**config.mk**
```make
export PLATFORM = sky130hd
export DESIGN_NAME = tmds_period_sequencer
export DESIGN_NICKNAME = d
export VERILOG_FILES = /design/src/rtl/tmds_period_sequencer.sv
export SDC_FILE = /design/constraint.sdc
export NUM_CORES = 1
export LEC_CHECK = 0
export BUFFER_PORTS_ARGS = -buffer_cell sky130_fd_sc_hd__buf_2
export CAP_MARGIN = 15
export CORE_ASPECT_RATIO = 0.7
export CORE_MARGIN = 2
export CORE_UTILIZATION = 33
export CTS_CLUSTER_SIZE = 24
export DETAILED_ROUTE_END_ITERATION = 7
export GPL_TIMING_DRIVEN = 0
export PLACE_DENSITY = 0.57
export SYNTH_ARGS = -nofsm -noshare
export SYNTH_HDL_FRONTEND = slang
export SYNTH_HIERARCHICAL = 1
export SYNTH_SLANG_ARGS = --single-unit
```
**constraint.sdc**
```tcl
create_clock -name pixel_clk_in -period 7.2 [get_ports pixel_clk_in]
set_input_delay 0 -clock pixel_clk_in [delete_from_list [all_inputs] [get_ports pixel_clk_in]]
set_output_delay 0 -clock pixel_clk_in [all_outputs]
set_load 0.02 [all_outputs]
```
**src/rtl/tmds_period_sequencer.sv**
```systemverilog
// TMDS channel sequencer: delays each pixel sample by 11 cycles and frames video
// periods with control, preamble and guard-band words around DC-balanced data.

module tm_choice (
  input  logic [7:0] d,
  output logic [8:0] qm
);
  logic [3:0] n1;
  logic       use_xnor;

  assign n1       = 4'($countones(d));
  assign use_xnor = (n1 > 4'd4) || ((n1 == 4'd4) && !d[0]);
  assign qm[8]    = ~use_xnor;

  // An XNOR chain is the XOR prefix parity with every odd bit inverted.
  for (genvar i = 0; i < 8; i++) begin : g_qm
    assign qm[i] = (^d[i:0]) ^ (use_xnor & (i % 2 == 1));
  end
endmodule

module tmds_period_sequencer #(
  parameter int CHANNEL = 0
) (
  input  logic       pixel_clk_in,
  input  logic       rst_n_in,
  input  logic [7:0] data_in,
  input  logic       de_in,
  input  logic [1:0] ctrl_in,
  output logic [9:0] tmds_out,
  output logic       video_active_out,
  output logic       err_short_blank_out
);
  localparam int         DEPTH      = 10;
  localparam logic [9:0] CTRL00     = 10'b1101010100;
  localparam logic [9:0] GUARD_CODE = (CHANNEL == 1) ? 10'b0100110011 : 10'b1011001100;

  typedef enum logic [1:0] {ST_CTRL, ST_PREAMBLE, ST_GUARD, ST_VIDEO} state_t;
  typedef struct packed {logic [7:0] data; logic de; logic [1:0] ctrl;} sample_t;
  typedef struct packed {logic [8:0] qm; logic de; logic [1:0] ctrl;} coded_t;

  sample_t           dl_q [DEPTH];
  sample_t           dl_d [DEPTH];
  coded_t            coded_q, coded_d;
  state_t            state_q, state_d;
  logic [2:0]        phase_q, phase_d;
  logic signed [5:0] cnt_q, cnt_d;
  logic [9:0]        tmds_q, tmds_d;
  logic              va_q, va_d, err_q, err_d;

  logic [8:0]        qm_tap;
  logic              rise, line_blank;
  logic [1:0]        pre_ctrl;
  logic [3:0]        n1, n0;
  logic signed [5:0] diff, enc_cnt;
  logic [9:0]        enc_word;

  function automatic logic [9:0] ctrl_code(input logic [1:0] c);
    case (c)
      2'b00:   return 10'b1101010100;
      2'b01:   return 10'b0010101011;
      2'b10:   return 10'b0101010100;
      default: return 10'b1010101011;
    endcase
  endfunction

  tm_choice u_tm_choice (
    .d  (dl_q[DEPTH-1].data),
    .qm (qm_tap)
  );

  always_comb begin
    dl_d[0] = '{data: data_in, de: de_in, ctrl: ctrl_in};
    for (int i = 1; i < DEPTH; i++) dl_d[i] = dl_q[i-1];
    coded_d = '{qm: qm_tap, de: dl_q[DEPTH-1].de, ctrl: dl_q[DEPTH-1].ctrl};
  end

  // A preamble may only start if every word it will overwrite is blanking.
  always_comb begin
    line_blank = 1'b1;
    for (int i = 0; i < DEPTH; i++) if (dl_q[i].de) line_blank = 1'b0;
    rise     = de_in & ~dl_q[0].de;
    pre_ctrl = (CHANNEL == 1) ? 2'b01 : (CHANNEL == 2) ? 2'b00 : coded_q.ctrl;
  end

  always_comb begin
    n1   = 4'($countones(coded_q.qm[7:0]));
    n0   = 4'd8 - n1;
    diff = $signed({2'b00, n1}) - $signed({2'b00, n0});
    if ((cnt_q == 6'sd0) || (n1 == n0)) begin
      enc_word = {~coded_q.qm[8], coded_q.qm[8],
                  coded_q.qm[8] ? coded_q.qm[7:0] : ~coded_q.qm[7:0]};
      enc_cnt  = cnt_q + (coded_q.qm[8] ? diff : -diff);
    end else if ((!cnt_q[5] && (n1 > n0)) || (cnt_q[5] && (n0 > n1))) begin
      enc_word = {1'b1, coded_q.qm[8], ~coded_q.qm[7:0]};
      enc_cnt  = cnt_q + (coded_q.qm[8] ? 6'sd2 : 6'sd0) - diff;
    end else begin
      enc_word = {1'b0, coded_q.qm[8], coded_q.qm[7:0]};
      enc_cnt  = cnt_q + diff - (coded_q.qm[8] ? 6'sd0 : 6'sd2);
    end
  end

  // NOTE: every output gets a default before the case so no path can infer a latch.
  always_comb begin
    state_d = state_q;
    phase_d = phase_q;
    cnt_d   = 6'sd0;
    tmds_d  = ctrl_code(coded_q.ctrl);
    va_d    = 1'b0;
    err_d   = 1'b0;
    case (state_q)
      ST_CTRL: begin
        if (coded_q.de) begin
          tmds_d  = enc_word;
          cnt_d   = enc_cnt;
          va_d    = 1'b1;
          err_d   = 1'b1;
          state_d = ST_VIDEO;
        end
        if (rise && line_blank) begin
          state_d = ST_PREAMBLE;
          phase_d = 3'd0;
        end
      end
      ST_PREAMBLE: begin
        tmds_d  = ctrl_code(pre_ctrl);
        phase_d = phase_q + 3'd1;
        if (phase_q == 3'd7) begin
          state_d = ST_GUARD;
          phase_d = 3'd0;
        end
      end
      ST_GUARD: begin
        tmds_d  = GUARD_CODE;
        phase_d = phase_q + 3'd1;
        if (phase_q == 3'd1) begin
          state_d = ST_VIDEO;
          phase_d = 3'd0;
        end
      end
      ST_VIDEO: begin
        if (coded_q.de) begin
          tmds_d = enc_word;
          cnt_d  = enc_cnt;
          va_d   = 1'b1;
        end else begin
          state_d = ST_CTRL;
        end
      end
      default: state_d = ST_CTRL;
    endcase
  end

  // NOTE: the delay line is reset like any other flop; a stale de=1 left in it
  // would block the preamble of the first video period after reset.
  always_ff @(posedge pixel_clk_in or negedge rst_n_in) begin
    if (!rst_n_in) begin
      for (int i = 0; i < DEPTH; i++) dl_q[i] <= '0;
      coded_q <= '0;
      state_q <= ST_CTRL;
      phase_q <= 3'd0;
      cnt_q   <= 6'sd0;
      tmds_q  <= CTRL00;
      va_q    <= 1'b0;
      err_q   <= 1'b0;
    end else begin
      // NOTE: non-blocking assignments so every flop samples pre-edge values.
      dl_q    <= dl_d;
      coded_q <= coded_d;
      state_q <= state_d;
      phase_q <= phase_d;
      cnt_q   <= cnt_d;
      tmds_q  <= tmds_d;
      va_q    <= va_d;
      err_q   <= err_d;
    end
  end

  assign tmds_out            = tmds_q;
  assign video_active_out    = va_q;
  assign err_short_blank_out = err_q;
endmodule

```
# ---- Word level (Yosys, flattened, before mapping)
# Index checks and enable logic that the tools add are counted.
dict set report totals {
  reg_bits 145
  latch_bits 0
  ram_bits 0
  romBits 0
  output_inout_bits 12
  wordCells 147
  memories 0
}
dict set report classes {
  addsub 23
  mul 0
  div 0
  magnitude_cmp 3
  n_eq_ne 14
  n_shift 0
  n_mux 36
  n_bitwise 9
  n_reduce_logical 23
}
# cell n
set op_table {}
lappend op_table {{10-bit case mux with 3 select lines} 2}
lappend op_table {{10-bit 2-to-1 mux} 3}
lappend op_table {{6-bit 2-to-1 mux} 5}
lappend op_table {{1-bit by 1-bit adder with 2-bit output} 8}
lappend op_table {{2-bit 2-to-1 mux} 7}
lappend op_table {{1-bit 2-to-1 mux} 13}
lappend op_table {{4-bit adder} 3}
lappend op_table {{3-bit 2-to-1 mux} 3}
lappend op_table {{3-bit case mux with 3 select lines} 1}
lappend op_table {{4-bit > comparator} 2}
lappend op_table {{8-bit 2-to-1 mux} 1}
lappend op_table {{2-bit != test, second input constant} 4}
lappend op_table {{8-bit inverter} 1}
lappend op_table {{2-bit case mux with 4 select lines} 1}
lappend op_table {{8-bit XOR reduction} 1}
lappend op_table {{7-bit XOR reduction} 1}
lappend op_table {{2-bit by 2-bit adder with 3-bit output} 2}
lappend op_table {{6-bit by 3-bit adder with 6-bit output} 1}
lappend op_table {{6-bit by 5-bit adder with 6-bit output} 1}
lappend op_table {{6-bit adder} 1}
lappend op_table {{2-bit equality test, second input constant} 3}
lappend op_table {{6-bit zero test} 1}
lappend op_table {{5-bit negator with 6-bit output} 1}
lappend op_table {{6-bit XOR reduction} 1}
lappend op_table {{other kinds (28)} 41}

# ---- Depth between registers and ports, before layout
# Gate-level depths: netlist (run 1).
dict set report depth {
  depth_word 13
  ltp_mapped 24
}

# ---- Modules after synthesis
# The synthesis (run 1) kept the hierarchy.
# mod n_inst cells_per_inst area_per_inst_um2 seq_area_each_um2
set modules_own_cells {}
lappend modules_own_cells {tmds_period_sequencer 1 395 5480.3 3634.7}
lappend modules_own_cells {tm_choice 1 30 350.3 0.0}

# ---- Worst setup path after synthesis (run 1)
# OpenSTA, ideal clock, no wires.
dict set report synth_path {
  path_type {register to register}
  startpoint {register coded_q[3] (netlist bit)}
  endpoint {register cnt_q[5]}
  setup_time_ps 124
  arrival_ps 5411
  required_time_ps 7076
  path_slack_ps 1664
  path_stages_with_launch 25
  path_buffers 2
  path_cell_list {dfrtp_1 inv_1 fa_1 fa_1 fa_1 inv_1 ha_1 fa_1 clkbuf_1 nor2_1 inv_1 ha_1 clkbuf_1 nand2_1 mux2_2 o221ai_1 inv_1 ha_1 inv_1 ha_1 a21oi_1 xor2_1 mux2i_1 xnor2_1 a21oi_1}
}
dict set report synth_via {
  elab_chain_len 11
  word_cells_on_any_way 22
  classes_between {add/sub: 10; order compare: 2; eq/ne: 1; mux: 5; reduce/logical: 4}
}
# item line_no
set synth_lines {}
lappend synth_lines {{from (decl)} 43} ;# coded_t coded_q, coded_d;
lappend synth_lines {{from (signal assigned)} 168} ;# coded_q <= coded_d;
lappend synth_lines {{1-bit by 1-bit adder with 2-bit output (implied by the code) (*)} 86} ;# n1 = 4'($countones(coded_q.qm[7:0]));
lappend synth_lines {{2-bit by 2-bit adder with 3-bit output (implied by the code) (*)} 86}
lappend synth_lines {{3-bit by 3-bit adder with 4-bit output (implied by the code) (*)} 86}
lappend synth_lines {{4-bit subtractor} 87} ;# n0 = 4'd8 - n1;
lappend synth_lines {{4-bit by 4-bit subtractor with 5-bit output or 4-bit > comparator (tied branches)} {88, 93}}
lappend synth_lines {{6-bit by 5-bit adder with 6-bit output (tied with other cells)} 98} ;# enc_cnt = cnt_q + diff - (coded_q.qm[8] ? 6'sd0 : 6'sd2);
lappend synth_lines {{6-bit by 3-bit subtractor with 6-bit output (tied with other cells)} 98}
lappend synth_lines {{6-bit 2-to-1 mux or 6-bit adder (tied branches)} {93, 92}}
lappend synth_lines {{6-bit 2-to-1 mux (*)} 89} ;# if ((cnt_q == 6'sd0) || (n1 == n0)) begin
lappend synth_lines {{6-bit 2-to-1 mux (*)} {112, 141}}
lappend synth_lines {{6-bit 2-to-1 mux (*)} --}
lappend synth_lines {{via cnt_d[5]} 46} ;# logic signed [5:0] cnt_q, cnt_d;
lappend synth_lines {{to (signal assigned)} 171} ;# cnt_q <= cnt_d;
lappend synth_lines {{to (decl)} 46}
# Mark *: on every way through the listed nets, which the timed path passes. The rest lies on a longest branch.
# A chain may end at the register's enable or synchronous reset.

# ---- Worst setup path in the final report (run 1)
# Ends and elaborated chain as after synthesis.

==> qor.txt, run 1 <==
status: completed
Die ar.: 18,800 um^2
number of max-cap violations: 0
GR Util met2: 16.6%
DR DRC count: 0
io pins: 25
kind of critical path: reg2reg
core area: 17,200 um^2
endpoint type of the worst setup path: flop
Avg Cell Area, Syn: 13.7 um^2
Setup Fix Bufs, Post-CTS: 0
clock skew: 6.34 ps
Gate Count Post-Synth: 425
final critical-path required period: 6090 ps
sequential cell area: 3630 um^2
Reg2Reg Setup Slack: 1110 ps
HPWL after DPL: 6040 um
Crit path top cell by count: inv_1
delay-heaviest family, CP: adder cells
total negative slack: 0 ps
CTS buffer count: 17
ANT cells: 0
RSZ-0062 raised after global routing: no
share of cells above drive strength 1: 15.8%
CTS tree: done
worst-margin pin slew: 557 ps
Yosys reg bits: 145
largest net degree at the start of global routing: 102
Slew Limit Fails: 0
worst slew margin relative to its limit: 62.8%
PostCTS Resize Cnt: 0
crit-path cells: inv_1 > fa_1 > fa_1 > fa_1 > inv_1 > ha_1 > fa_1 > clkbuf_1 > nor2_1 > inv_1 > ha_1 > clkbuf_1 > nand2_1 > mux2_2 > o221ai_1 > inv_1 > ha_1 > inv_1 > ha_1 > a21oi_1 > xor2_1 > mux2i_1 > xnor2_1 > a21oi_1
Warnings, synthesis: 6
Vias: 3,088
GR Util All Layers: 10.7%
row cnt: 40
CP Data Arrival Time: 6370 ps
Synth Cell Area: 5830 um^2
fmax: 164 MHz
grt met3 use: 3.25%
die width: 163 um
H-tree depth: 4
M1 GR Usage: 14.3%
die span in y: 115 um
Starting DRT DRC Count: 154
clock latency on the worst-skew pair: 410 ps
CP max stage delay: 550 ps
net count after synthesis: 491
EDFF count, synth: 0
vias per cell: 4.26
Netlist cell types: 46
layer with the highest usage: met2
Port Buffers: 24
initial antenna violation count: 0
HP Class: in2async
Worst-path clk slew: 60 ps
DR WL/cell: 12.1 um
grt total ovfl: 0
first-pass GRT wire length: 15,500 um
DRT Pass-1 Iters: 4
Final Cycle Share: 84.5%
Worst Path Max Fanout: 9
Slowest cell on crit path: fa_1
CP Buf/Inv Count: 7
ys async rst share: 100%
# clock sinks: 145
Root Buffer: clkbuf_16
fill count: 1,592
WP data required: 7490 ps
maximum root-to-sink buffer count: 2
Area Growth Syn to Fin: 19.8%
vias in the first global route: 3,213
sequential share of the synthesized area: 62.3%
crit start category: flop
Multi-input gate area: 1940 um^2
initial core utilization: 33.9%
Detail Route Antenna Nets: 0
RD Place Congestion: 0.785
Final setup viols: 0
final layout net count: 547
Final Hold Viols: 0
main flop type after synthesis: dfrtp_1
routed wire length: 8800 um
## area by class of cell
cell class	count	share of cell area, %
clock inverter	15	2.38
timing repair buffer	37	3.92
clock buffer	17	6.09
tap	231	4.14
buffer	9	0.896
inverter	52	2.79
sequential	145	52.0
multi-input combinational	219	27.7
## per-layer routing
layer | wire length [um] | share of wire [%]
met1 | 4440 | 50
met2 | 3990 | 45
met4 | 101 | 1.1
met3 | 265 | 3.0
met5 | 0 | 0
## placed cells by master, fill, tap and decap left out, types with 3 or more instances in the layout
| cell | Yosys | layout |
|---|---|---|
| a21o_1 | 8 | 8 |
| a21oi_1 | 26 | 26 |
| and2_1 | 3 | 3 |
| buf_2 | 1 | 24 |
| clkbuf_1 | 5 | 5 |
| clkbuf_16 | 0 | 17 |
| clkinv_4 | 0 | 3 |
| dfrtp_1 | 140 | 140 |
| dfstp_2 | 5 | 5 |
| dlygate4sd3_1 | 0 | 12 |
| fa_1 | 13 | 13 |
| ha_1 | 40 | 40 |
| inv_1 | 51 | 51 |
| inv_8 | 0 | 5 |
| mux2_2 | 3 | 3 |
| mux2i_1 | 4 | 4 |
| nand2_1 | 18 | 18 |
| nand2b_1 | 3 | 3 |
| nor2_1 | 14 | 14 |
| nor2b_1 | 5 | 5 |
| nor3_1 | 8 | 8 |
| o211ai_1 | 3 | 3 |
| o21ai_0 | 12 | 12 |
| o31ai_1 | 6 | 6 |
| xnor2_1 | 22 | 22 |
| xnor3_1 | 3 | 3 |
| xor2_1 | 7 | 7 |
## registers in the layout, summed over array words and instances (netlist names)
register             cells
dl_d                    99
coded_q                 10
tmds_out                10
dl_q                     8
cnt_q                    6
coded_d                  3
phase_q                  3
pre_ctrl                 2
state_q                  2
err_short_blank_out      1
video_active_out         1
## cell families after synthesis
family / Yosys count / synth area share (%)
AOI/OAI and AO/OA: 65 / 7.53
xor gates and xnor gates: 34 / 6.22
adders and majority gates: 53 / 13.0
buffers and inverters: 61 / 4.42
DFF: 145 / 62.3
muxes: 8 / 1.52
and+or+nand+nor: 59 / 4.91
## per-stage QoR
stage	worst slack [ps]	instances	utilization, %	cell area, um^2	hold slack (ps)
after detailed placement	1100	681	36.4	6270	-52.9
after floorplan	1660	425	-	5830	-296
after CTS	1050	725	40.6	6990	73.1
final	1110	725	40.6	6990	70.4
after global placement	1210	680	36.2	6240	109
after global routing	689	725	40.6	6990	106
## synthesized netlist by cell type (2+ instances only)
master / count / area, um^2
xnor3_1: 3 / 67.6
xnor2_1: 22 / 193
o31ai_1: 6 / 45.0
o211ai_1: 3 / 22.5
nor3_1: 8 / 40.0
nand2b_1: 3 / 18.8
nand2_1: 18 / 67.6
a21o_1: 8 / 60.1
clkbuf_1: 5 / 18.8
xor2_1: 7 / 61.3
nand3_1: 2 / 10.0
a211o_1: 2 / 17.5
ha_1: 40 / 500
and2_1: 3 / 18.8
mux2i_1: 4 / 40.0
a21oi_1: 26 / 130
mux2_2: 3 / 33.8
dfrtp_1: 140 / 3500
dfstp_2: 5 / 131
o21ai_0: 12 / 60.1
nor2b_1: 5 / 31.3
nor2_1: 14 / 52.6
fa_1: 13 / 260
inv_1: 51 / 191
## repair_timing
action,CTS,global route
hold buffers,12,0
hold endpoints to repair,94,0
setup endpoints to repair,0,0
## worst paths after layout
kind                       cells after the start                     to                  from
hold / removal                                 2     cnt_q[4]$_DFF_PN0_              rst_n_in
setup reg to reg                              24     cnt_q[5]$_DFF_PN0_  coded_q[3]$_DFF_PN0_
max in group asynchronous                      3  tmds_out[6]$_DFF_PN1_              rst_n_in
min in group pixel_clk_in                      2     dl_d[94]$_DFF_PN0_            data_in[3]
setup / recovery                              24     cnt_q[5]$_DFF_PN0_  coded_q[3]$_DFF_PN0_
hold reg to reg                                0  pre_ctrl[0]$_DFF_PN0_  coded_d[0]$_DFF_PN0_
Power of run 1 is left out: the tool's default activity adds up to more than one toggle a clock period on the data nets, which glitch-free logic cannot reach.
==> inputs of run 2 (changes only) <==
- ABC_AREA: unset -> 1
- PLACE_DENSITY: 0.57 -> 0.59
- clock period: 7.2 -> 5.05 ns (I/O delays scaled with it)
==> run 2 against run 1 <==
  * Synthesized area grew 3.0%
  * Wire length is 15% higher
  * Critical path depth grew 4
  * Sequential share of layout area down 3.6 points
  * Utilization grew 1.4 points
  * Clock skew fell by 0.60 ps
  * Global-route usage increased by 1.3 points
  * Critical path type unchanged
  * Critical endpoint unchanged
==> qor.txt, run 2 <==
CP max stage delay: 540 ps (was 550 ps)
most numerous cell in the Yosys netlist: dfrtp_1 (unchanged)
Reg2Reg Setup Slack: 130 ps (was 1110 ps)
Die ar.: 19,300 um^2 (was 18,800 um^2)
ANT cells: 0 (unchanged)
DR WL/cell: 12.0 um (was 12.1 um)
worst slew margin relative to its limit: 62.7% (was 62.8%)
number of max-cap violations: 0 (unchanged)
fmax: 203 MHz (was 164 MHz)
worst reg2reg path depth: 28 (was 24)
WP data required: 5350 ps (was 7490 ps)
commonest non-fill, non-tap cell in the layout: dfrtp_1 (unchanged)
DRT Pass-1 Iters: 4 (unchanged)
maximum root-to-sink buffer count: 2 (unchanged)
RSZ-0062 raised after global routing: yes (was no)
row cnt: 41 (was 40)
Synth area leader: dfrtp_1 (unchanged)
die width: 165 um (was 163 um)
Final Hold Viols: 0 (unchanged)
die span in y: 117 um (was 115 um)
Final setup viols: 0 (unchanged)
Synth top cells by count: 140 x dfrtp_1, 91 x nand2_1, 74 x inv_1 (was 140 x dfrtp_1, 51 x inv_1, 40 x ha_1)
Root Buffer: clkbuf_16 (unchanged)
routed wire length: 10,100 um (was 8800 um)
Synth Cell Area: 6010 um^2 (was 5830 um^2)
vias per cell: 4.36 (was 4.26)
RD Place Congestion: 0.852 (was 0.785)
Slew Limit Fails: 0 (unchanged)
clock latency on the worst-skew pair: 410 ps (about the same)
largest net degree at the start of global routing: 87 (was 102)
Worst-path clk slew: 60 ps (about the same)
Netlist cell types: 31 (was 46)
EDFF count, synth: 0 (unchanged)
Yosys reg bits: 145 (unchanged)
HPWL after DPL: 6750 um (was 6040 um)
Vias: 3,676 (was 3,088)
CTS buffer count: 17 (unchanged)
kind of critical path: reg2reg (unchanged)
first-pass GRT wire length: 17,700 um (was 15,500 um)
Finished Core Util: 41.9% (was 40.6%)
grt total ovfl: 0 (unchanged)
r2r endpoint: cnt_q[5]$_DFF_PN0_ (unchanged)
io pins: 25 (unchanged)
Warnings, synthesis: 6 (unchanged)
sequential share of the synthesized area: 60.5% (was 62.3%)
final critical-path required period: 4920 ps (was 6090 ps)
worst-margin pin slew: 559 ps (was 557 ps)
Starting DRT DRC Count: 177 (was 154)
CTS tree: done (unchanged)
total negative slack: 0 ps (unchanged)
pre-CTS setup slack: -431 ps (was 1100 ps)
endpoint type of the worst setup path: flop (unchanged)
fill count: 1,654 (was 1,592)
Worst Path Max Fanout: 4 (was 9)
Final Cycle Share: 97.5% (was 84.5%)
GR Util All Layers: 11.9% (was 10.7%)
Largest register FFs: 99 (unchanged)
crit start category: flop (unchanged)
H-tree depth: 4 (unchanged)
# clock sinks: 145 (unchanged)
HP Class: in2async (unchanged)
delay-heaviest family, CP: adder cells (unchanged)
Port Buffers: 24 (unchanged)
Detail Route Antenna Nets: 0 (unchanged)
clock skew: 5.75 ps (was 6.34 ps)
net count after synthesis: 596 (was 491)
CP Buf/Inv Count: 6 (was 7)
DR DRC count: 0 (unchanged)
Crit path top cell by count: ha_4 (was inv_1)
commonest cells after routing, fill and taps aside: 140 x dfrtp_1, 85 x nand2_1, 64 x inv_1, 35 x nand3_1, 32 x ha_1 (was 140 x dfrtp_1, 51 x inv_1, 40 x ha_1, 26 x a21oi_1, 24 x buf_2)
main flop type after synthesis: dfrtp_1 (unchanged)
CP Data Arrival Time: 5220 ps (was 6370 ps)
Synth top area share: 58.3% (was 60.1%)
Avg Cell Area, Syn: 11.3 um^2 (was 13.7 um^2)
core area: 17,900 um^2 (was 17,200 um^2)
Slowest cell on crit path: fa_1 (unchanged)
initial core utilization: 33.6% (was 33.9%)
ys async rst share: 100% (unchanged)
PnR worst setup slack: 125 ps (was 1110 ps)
final layout net count: 661 (was 547)
Area Growth Syn to Fin: 25.0% (was 19.8%)
share of cells above drive strength 1: 24.2% (was 15.8%)
dominant cells by area after synthesis: dfrtp_1 58%, ha_1 8.3%, nand2_1 5.7% (was dfrtp_1 60%, ha_1 8.6%, fa_1 4.5%)
vias in the first global route: 3,769 (was 3,213)
launch point of the worst reg-to-reg path: coded_q[3]$_DFF_PN0_ (unchanged)
status: completed (unchanged)
Gate Count Post-Synth: 530 (was 425)
initial antenna violation count: 0 (unchanged)
run 2: per-layer routing:
metal / track usage (%) / share of wire, %
met1: 15.6 / 47
met2: 19.0 / 48
met3: 3.59 / 3.5
met4: 4.29 / 1.6
met5: 0 / 0
run 2: how the worst max path moves through the flow:
stage | from | to | slack [ps] | depth (start not counted)
after global routing | coded_q[3]$_DFF_PN0_ | cnt_q[5]$_DFF_PN0_ | -140 | 28
after CTS | coded_q[6]$_DFF_PN0_ | cnt_q[5]$_DFF_PN0_ | 9 | 28
after detailed placement | coded_q[3]$_DFF_PN0_ | cnt_q[5]$_DFF_PN0_ | -430 | 28
after global placement | coded_q[3]$_DFF_PN0_ | cnt_q[5]$_DFF_PN0_ | -300 | 28
after floorplan | coded_q[3]$_DFF_PN0_ | cnt_q[5]$_DFF_PN0_ | 80 | 28
final | coded_q[3]$_DFF_PN0_ | cnt_q[5]$_DFF_PN0_ | 130 | 28
run 2: through the flow:
stage / hold WS [ps] / instances / instance area, um^2
finish: 123 / 844 / 7510
CTS: 139 / 841 / 7370
global placement: 108 / 790 / 6420
detailed placement: 13.6 / 791 / 6460
floorplan: -296 / 530 / 6010
global route: 158 / 844 / 7510
run 2: cells by family after synthesis:
family	Yosys count	share of synthesized area, %
AND/OR/NAND/NOR	189	15.2
flip-flops	145	60.5
buffers and inverters	83	5.25
adder cells (fa/ha/maj)	53	12.7
AO/OA/AOI/OAI	43	3.85
XOR/XNOR	16	2.33
multiplexers	1	0.167
run 2: cell type report:
type / instances / area [um^2] / area share, %
buffer: 3 / 15.0 / 0.200
clock buffer: 19 / 453 / 6.03
clock inverter: 13 / 173 / 2.30
inverter: 80 / 308 / 4.10
multi-input combinational: 302 / 2290 / 30.5
sequential: 145 / 3630 / 48.4
tap: 236 / 295 / 3.93
timing repair buffer: 46 / 342 / 4.55
run 2: worst register-to-register path: cells and delay by family, from the launching register on:
| kind | cells | cell delay (ps) |
|---|---|---|
| adder cells (fa/ha/maj) | 8 | 2920 |
| AND/OR/NAND/NOR | 12 | 1020 |
| XOR/XNOR | 1 | 120 |
| buffers and inverters | 6 | 300 |
| AO/OA/AOI/OAI | 1 | 110 |
| flip-flops | 1 | 360 |
run 2: repair_timing:
item	CTS	global route
hold buffers	12	0
pin swaps	16	21
hold endpoints to repair	70	0
buffers inserted	6	3
gates resized for setup	31	26
setup endpoints to repair	3	3
Power of run 2 is left out for the same reason.
